**src/rtl/mem_arb_pkg.sv**
```systemverilog
// Shared types and constants for the I/D memory port arbiter.
// Timer width is derived from the response timeout.
package mem_arb_pkg;

  typedef enum logic [1:0] {
    ST_IDLE = 2'd0,
    ST_WAIT = 2'd1,
    ST_RESP = 2'd2
  } state_t;

  localparam logic OWN_I = 1'b0;
  localparam logic OWN_D = 1'b1;

  localparam int DEF_TIMEOUT = 16;

  function automatic int tmr_w(input int t);
    return (t < 3) ? 1 : $clog2(t);
  endfunction

endpackage

```
**src/rtl/arb_rr2.sv**
```systemverilog
// Two-way round-robin picker: under contention the side
// that did not win last time is selected.
module arb_rr2
  import mem_arb_pkg::*;
(
  input  logic req_i,
  input  logic req_d,
  input  logic last_grant,
  output logic gnt_valid,
  output logic gnt_sel
);

  logic w_both;

  assign w_both    = req_i & req_d;
  assign gnt_valid = req_i | req_d;
  assign gnt_sel   = w_both
                   ? ((last_grant == OWN_D) ? OWN_I : OWN_D)
                   : (req_d ? OWN_D : OWN_I);

endmodule

```
**src/rtl/mem_port_arbiter.sv**
```systemverilog
// Shares one variable-latency memory port between instruction
// fetch and data access, with round-robin and response timeout.
module mem_port_arbiter
  import mem_arb_pkg::*;
#(
  parameter int AW      = 32,
  parameter int DW      = 32,
  parameter int TIMEOUT = DEF_TIMEOUT
) (
  input  logic          clk,
  input  logic          reset,
  input  logic          i_req,
  input  logic [AW-1:0] i_addr,
  output logic          i_ready,
  output logic [DW-1:0] i_rdata,
  output logic          i_err,
  input  logic          d_req,
  input  logic          d_we,
  input  logic [AW-1:0] d_addr,
  input  logic [DW-1:0] d_wdata,
  output logic          d_ready,
  output logic [DW-1:0] d_rdata,
  output logic          d_err,
  output logic          m_req,
  output logic          m_we,
  output logic [AW-1:0] m_addr,
  output logic [DW-1:0] m_wdata,
  input  logic          m_ack,
  input  logic [DW-1:0] m_rdata,
  output logic          busy,
  output logic          owner
);

  localparam int TW = tmr_w(TIMEOUT);
  localparam logic [TW-1:0] TMAX = TW'(TIMEOUT - 1);

  state_t        r_state;
  logic          r_last;
  logic [TW-1:0] r_timer;

  logic w_gnt_valid;
  logic w_gnt_sel;
  logic w_done;

  arb_rr2 u_rr (
    .req_i      (i_req),
    .req_d      (d_req),
    .last_grant (r_last),
    .gnt_valid  (w_gnt_valid),
    .gnt_sel    (w_gnt_sel)
  );

  // An ack in the last WAIT cycle takes precedence over the timeout
  assign w_done = m_ack || (r_timer == TMAX);

  always_ff @(posedge clk or posedge reset) begin
    if (reset) begin
      r_state <= ST_IDLE;
      r_last  <= OWN_D;
      r_timer <= '0;
      i_ready <= 1'b0;
      i_rdata <= '0;
      i_err   <= 1'b0;
      d_ready <= 1'b0;
      d_rdata <= '0;
      d_err   <= 1'b0;
      m_req   <= 1'b0;
      m_we    <= 1'b0;
      m_addr  <= '0;
      m_wdata <= '0;
      busy    <= 1'b0;
      owner   <= OWN_I;
    end else begin
      i_ready <= 1'b0;
      d_ready <= 1'b0;
      unique case (r_state)
        ST_IDLE: begin
          if (w_gnt_valid) begin
            m_req   <= 1'b1;
            m_we    <= (w_gnt_sel == OWN_D) & d_we;
            m_addr  <= (w_gnt_sel == OWN_D) ? d_addr : i_addr;
            m_wdata <= (w_gnt_sel == OWN_D) ? d_wdata : '0;
            owner   <= w_gnt_sel;
            r_last  <= w_gnt_sel;
            r_timer <= '0;
            r_state <= ST_WAIT;
            busy    <= 1'b1;
          end
        end
        ST_WAIT: begin
          if (w_done) begin
            m_req   <= 1'b0;
            r_state <= ST_RESP;
            if (owner == OWN_D) begin
              d_ready <= 1'b1;
              d_rdata <= (m_ack && !m_we) ? m_rdata : '0;
              d_err   <= !m_ack;
            end else begin
              i_ready <= 1'b1;
              i_rdata <= m_ack ? m_rdata : '0;
              i_err   <= !m_ack;
            end
          end else begin
            r_timer <= r_timer + 1'b1;
          end
        end
        ST_RESP: begin
          r_state <= ST_IDLE;
          busy    <= 1'b0;
        end
        default: begin
          r_state <= ST_IDLE;
          busy    <= 1'b0;
        end
      endcase
    end
  end

endmodule

```
**config.mk**
```make
export PLATFORM = sky130hd
export DESIGN_NAME = mem_port_arbiter
export DESIGN_NICKNAME = d
export VERILOG_FILES = /design/src/rtl/mem_arb_pkg.sv /design/src/rtl/arb_rr2.sv /design/src/rtl/mem_port_arbiter.sv
export SDC_FILE = /design/constraint.sdc
export NUM_CORES = 1
export LEC_CHECK = 0
export ABC_AREA = 1
export CAP_MARGIN = 10
export CORE_MARGIN = 3
export CORE_UTILIZATION = 42
export CTS_CLUSTER_DIAMETER = 100
export CTS_CLUSTER_SIZE = 24
export DETAILED_ROUTE_END_ITERATION = 8
export PLACE_DENSITY = 0.8
export SYNTH_ARGS = -nofsm -noshare
export SYNTH_HDL_FRONTEND = slang
export SYNTH_HIERARCHICAL = 1
export SYNTH_SLANG_ARGS = --single-unit
```
**constraint.sdc**
```tcl
create_clock -name clk -period 6.6 [get_ports clk]
set_input_delay 1.32 -clock clk [delete_from_list [all_inputs] [get_ports clk]]
set_output_delay 1.32 -clock clk [all_outputs]
set_load 0.03 [all_outputs]
```
==> results of run 1 <==
worst paths after layout:
path / slack, ns / from / end / cells past startpoint
worst max-delay path: 3.45 / i_req / r_timer[2]$_DFFE_PP0P_ / 7
worst min-delay path: 0.48 / m_req$_DFFE_PP0P_ / m_req$_DFFE_PP0P_ / 2
worst max register to register: 4.53 / r_state[1]$_DFFE_PP0P_ / r_timer[2]$_DFFE_PP0P_ / 6
worst min register to register: 0.48 / m_req$_DFFE_PP0P_ / m_req$_DFFE_PP0P_ / 2
max in group asynchronous: 3.98 / reset / d_err$_DFFE_PP0P_ / 3
min in group asynchronous: 1.42 / reset / m_addr[22]$_DFFE_PP0P_ / 2
cell families (layout without fill, tap and decap cells):
group                    Yosys count  in the layout  share of synthesized area
AO/OA/AOI/OAI                    167            167                      0.143
adder cells (fa/ha/maj)            1              1                    0.00206
flip-flops                       143            143                      0.590
AND/OR/NAND/NOR                  295            295                      0.194
buffers and inverters             91            349                     0.0709
sequential cells by signal, summed over array words and instances, names as in the netlist, 2 cells and up:
| register | cells |
|---|---|
| m_wdata | 32 |
| m_addr | 32 |
| r_timer | 4 |
| r_state | 2 |
| i_rdata | 32 |
| d_rdata | 32 |
power breakdown:
group | switching (uW) | total, uW | internal [uW]
registers | 235 | 1510 | 1280
logic | 1460 | 2390 | 923
clock network | 358 | 1040 | 685
total | 2060 | 4950 | 2890
stage by stage:
| stage | setup WS (ns) | power (uW) |
|---|---|---|
| 2_1_floorplan | 1.44 | 2870 |
| 3_3_place_gp | 3.05 | 3870 |
| 3_5_place_dp | 3.03 | 3920 |
| 4_1_cts | 3.45 | 4990 |
| 5_1_grt | 3.23 | 5220 |
| 6_report | 3.45 | 4950 |
placed cells by master, fill, tap and decap left out, types with 2 or more instances in the layout:
cell type / n
bufinv_16: 4
clkbuf_16: 17
nand3_4: 3
nor2_4: 2
o21ai_2: 8
clkdlybuf4s50_1: 269
clkbuf_8: 5
dfrtp_1: 142
o21ai_0: 105
o21ai_1: 53
inv_1: 42
nor2_1: 4
nand2_1: 277
buf_4: 4
inv_6: 2
clkbuf_1: 2
nand3_1: 6
layer usage:
layer,vias to the layer above,global-route usage,wire [um]
met5,-,0,0
met4,0,0.0713,301
met3,22,0.0814,1650
met2,224,0.349,8180
met1,2454,0.266,6980
li1,2700,-,-
layout make-up:
class	count	area [um2]	share of cell area
inverters	44	170	0.0181
clock buffers	24	502	0.0532
repair buffers	273	2720	0.289
multi-input cells	463	2080	0.220
well taps	180	225	0.0239
clock inverters	8	150	0.0159
flip-flops and latches	143	3580	0.380
critical path, stage by stage:
cell and delay, ns:
clkdlybuf4s50_1 0.45, or2_1 0.26, nand3_4 0.46, buf_4 0.60
nand2_1 0.19, nand2_1 0.09, nand2_1 0.05
==> results.sh, run 1 <==
export IMPL_run_status="completed"
export IMPL_post_route_cells_drive_above_1_share=0.0555
export IMPL_type_of_destination_of_the_critical_path="register"
export IMPL_hold_viol_final=0
export IMPL_dieWidth_um=126
export IMPL_finalSetupTns_ns=0
export IMPL_ctsResizeCount=0
export IMPL_kind_of_critical_path="input port to register"
export IMPL_drc=0
export IMPL_synthesis_area_per_instance_um2=8.71
export IMPL_synth_seq_area_share=0.590
export IMPL_synth_top_cells_by_count="nand2_1 (277), dfrtp_1 (142), o21ai_0 (105), o21ai_1 (53), inv_1 (43)"
export IMPL_worstPathArrival_ns=3.45
export IMPL_worst_path_max_fanout=73
export IMPL_num_antenna_cells=0
export IMPL_cts_hold_buf=0
export IMPL_pwrdens_nw_per_um2=525
export IMPL_startpoint_type="input port"
export IMPL_detail_route_wirelength_um=17100
export IMPL_synth_flop_cell="dfrtp_1"
export IMPL_ios=270
export IMPL_number_of_standard_cells_in_the_final_layout_excluding_fillers=1135
export IMPL_timing_max_transition_violations_final=0
export IMPL_floorplan_core_area_um2=14000
export IMPL_synth_top_cell_area_share=0.586
export IMPL_ir_drop_v=0.000341
export IMPL_max_slew_margin_rel=0.488
export IMPL_synthDominantAreaCellType="dfrtp_1"
export IMPL_route_detailed_vias_per_inst=4.76
export IMPL_clock_root_buffer="clkbuf_16"
export IMPL_worstMarginPinSlew_ns=0.768
export IMPL_first_global_vias=5237
export IMPL_synth_edff_count=0
export IMPL_placed_area_um2=8770
export IMPL_hold_path_class="register to register"
export IMPL_synth_lib_cells_used_distinct=21
export IMPL_postCtsSetupRepairBufs=0
export IMPL_netlist_top_cells_area="dfrtp_1 (59%), nand2_1 (17%), o21ai_0 (8.7%), o21ai_1 (4.4%), inv_1 (2.7%)"
export IMPL_worst_clock_skew_ns=0.00662
export IMPL_synth_net_count=832
export IMPL_layout_core_utilization=0.674
export IMPL_ys_seq_elements=143
export IMPL_static_leakage_uw=0.00424
export IMPL_clk_path_buf_depth=2
export IMPL_num_fill_cells=1121
export IMPL_initial_core_util=0.434
export IMPL_core_rowCount=43
export IMPL_maxCapViolCount=0
export IMPL_groute_usage_overall=0.215
export IMPL_fin_hold_ws_ns=0.480
export IMPL_clkLatencyLatePin_ns=0.41
export IMPL_number_of_iterations_in_the_first_detailed_routing_pass=4
export IMPL_async_flop_share=1.00
export IMPL_number_of_antenna_violations_at_the_first_check_in_global_routing=0
export IMPL_area_growth_pct=55.3
export IMPL_setup_viol=0
export IMPL_final_instance_area_um2=9430
export IMPL_synthesis_area_um2=6070
export IMPL_largest_net_degree_at_the_start_of_global_routing=87
export IMPL_netlist_instances=697
export IMPL_gp_congestion=0.827
export IMPL_total_clock_buffers_created_by_cts=17
export IMPL_ys_warnings_count=6
export IMPL_grt_setup_unrepaired="no"
export IMPL_clock_sinks=143
export IMPL_detail_route_iter0_violations=306
export IMPL_clk_pin_slew_worst_setup_hold_paths_ns=0.06
export IMPL_floorplan_die_area_um2=15900
export IMPL_grt_remaining_overflow=0
export IMPL_grt_first_pass_wirelength_um=27200
export IMPL_final_net_count=1077
export IMPL_max_clock_freq_mhz=317
export IMPL_final_antenna_net_count=0
export IMPL_h_tree_depth=4
export IMPL_required_ns=6.90
export IMPL_yosysMostFrequentCell="nand2_1"
export IMPL_layout_worst_path_cycle_share=0.478
export IMPL_route_detailed_wl_per_inst_um=15.1
export IMPL_dr_total_vias=5400
export IMPL_place_hpwl_um=12100
export IMPL_final_period_minus_worst_setup_slack_ns=3.15
export IMPL_cts_tree="yes"
export IMPL_io_buffers=269
export IMPL_total_instance_count_after_detailed_placement=1103
export IMPL_floorplan_die_height_um=126
No activity file was read; power rests on OpenSTA's default activity.
==> inputs of run 2 (changes only) <==
Clock period 6.6 ns to 3 ns, I/O delays scaled along.
==> results.sh, run 2 (synthesized netlist as in run 1, its figures left out) <==
export IMPL_grt_setup_unrepaired="no"
export IMPL_kind_of_critical_path="register to output port"
export IMPL_gp_congestion=0.800
export IMPL_place_hpwl_um=12300
export IMPL_cts_hold_buf=0
export IMPL_run_status="completed"
export IMPL_clock_root_buffer="clkbuf_16"
export IMPL_static_leakage_uw=0.00428
export IMPL_floorplan_die_area_um2=15900
export IMPL_number_of_iterations_in_the_first_detailed_routing_pass=5
export IMPL_pwrdens_nw_per_um2=1150
export IMPL_largest_net_degree_at_the_start_of_global_routing=95
export IMPL_clk_pin_slew_worst_setup_hold_paths_ns=0.06
export IMPL_number_of_standard_cells_in_the_final_layout_excluding_fillers=1142
export IMPL_layout_common_cells="nand2_1 (277), clkdlybuf4s50_1 (269), dfrtp_1 (142), o21ai_0 (105), o21ai_1 (53)"
export IMPL_drc=0
export IMPL_groute_usage_overall=0.223
export IMPL_finalSetupTns_ns=0
export IMPL_layout_worst_path_cycle_share=0.718
export IMPL_clk_path_buf_depth=2
export IMPL_detail_route_iter0_violations=371
export IMPL_max_slew_margin_rel=0.552
export IMPL_ctsResizeCount=0
export IMPL_worst_path_max_fanout=3
export IMPL_hold_path_class="register to register"
export IMPL_ios=270
export IMPL_setup_viol=0
export IMPL_ir_drop_v=0.000740
export IMPL_required_ns=2.40
export IMPL_layout_cells_most_common="nand2_1"
export IMPL_maxCapViolCount=0
export IMPL_num_antenna_cells=0
export IMPL_post_route_cells_drive_above_1_share=0.0644
export IMPL_dieWidth_um=126
export IMPL_final_antenna_net_count=0
export IMPL_final_net_count=1084
export IMPL_postCtsSetupRepairBufs=0
export IMPL_total_clock_buffers_created_by_cts=17
export IMPL_critical_path_top_delay_family="buffers and inverters"
export IMPL_route_detailed_wl_per_inst_um=15.3
export IMPL_crit_chain="clkdlybuf4s50_1"
export IMPL_io_buffers=269
export IMPL_h_tree_depth=4
export IMPL_startpoint_type="register"
export IMPL_clock_sinks=143
export IMPL_number_of_antenna_violations_at_the_first_check_in_global_routing=0
export IMPL_timing_max_transition_violations_final=0
export IMPL_report_power_total_uw=10900
export IMPL_first_global_vias=5434
export IMPL_type_of_destination_of_the_critical_path="output port"
export IMPL_detail_route_wirelength_um=17500
export IMPL_total_instance_count_after_detailed_placement=1110
export IMPL_cp_slowest_stage_delay_ns=0.72
export IMPL_max_clock_freq_mhz=464
export IMPL_dr_total_vias=5442
export IMPL_core_rowCount=43
export IMPL_route_detailed_vias_per_inst=4.77
export IMPL_initial_core_util=0.434
export IMPL_floorplan_die_height_um=126
export IMPL_critical_path_n_buffers_inverters=1
export IMPL_worst_clock_skew_ns=0.00929
export IMPL_cts_tree="yes"
export IMPL_hold_viol_final=0
export IMPL_worstPathArrival_ns=1.55
export IMPL_floorplan_core_area_um2=14000
export IMPL_final_period_minus_worst_setup_slack_ns=2.15
export IMPL_worstMarginPinSlew_ns=0.672
export IMPL_grt_first_pass_wirelength_um=28000
export IMPL_grt_remaining_overflow=0
export IMPL_area_growth_pct=56.9
export IMPL_slowest_stage="clkdlybuf4s50_1"
export IMPL_clkLatencyLatePin_ns=0.42
-- run 2: final timing paths --
kind	startpoint	to	slack, ns	depth (start not counted)
hold / removal	m_addr[14]$_DFFE_PP0P_	m_addr[14]$_DFFE_PP0P_	0.48	2
hold reg to reg	m_addr[14]$_DFFE_PP0P_	m_addr[14]$_DFFE_PP0P_	0.48	2
max in group asynchronous	reset	d_rdata[7]$_DFFE_PP0P_	1.74	3
setup / recovery	m_we$_DFFE_PP0P_	m_we	0.85	1
min in group asynchronous	reset	m_wdata[23]$_DFFE_PP0P_	0.56	2
setup reg to reg	r_timer[0]$_DFFE_PP0P_	i_rdata[10]$_DFFE_PP0P_	1.23	6
-- run 2: through the flow --
step	hold WS [ns]	utilization	area, um2	setup WS [ns]
6_report	0.483	0.681	9520	0.847
5_1_grt	0.507	0.681	9520	0.785
4_1_cts	0.488	0.681	9520	0.816
3_5_place_dp	0.468	0.635	8890	0.658
3_3_place_gp	0.456	0.635	8890	0.764
2_1_floorplan	0.447	-	6070	0.610
-- run 2: area by class of cell --
type                       count  area [um2]
fill                        1116        4470
sequential                   143        3580
timing repair buffer         280        2840
multi-input combinational    463        2080
clock buffer                  17         425
tap                          180         225
clock inverter                15         209
inverter                      44         169
-- run 2: metal layers --
layer,part of all wire,track usage,vias up
met3,0.089,0.0882,12
met2,0.48,0.365,213
met4,0.0080,0.0580,0
met1,0.42,0.277,2505
li1,-,-,2712
met5,0,0,-
-- run 2: power breakdown --
| part | switching [uW] | leakage, uW | internal (uW) |
|---|---|---|---|
| logic | 3220 | 0.00214 | 2080 |
| registers | 519 | 0.00184 | 2810 |
| clock network | 864 | 0.000301 | 1400 |
| total | 4610 | 0.00428 | 6300 |
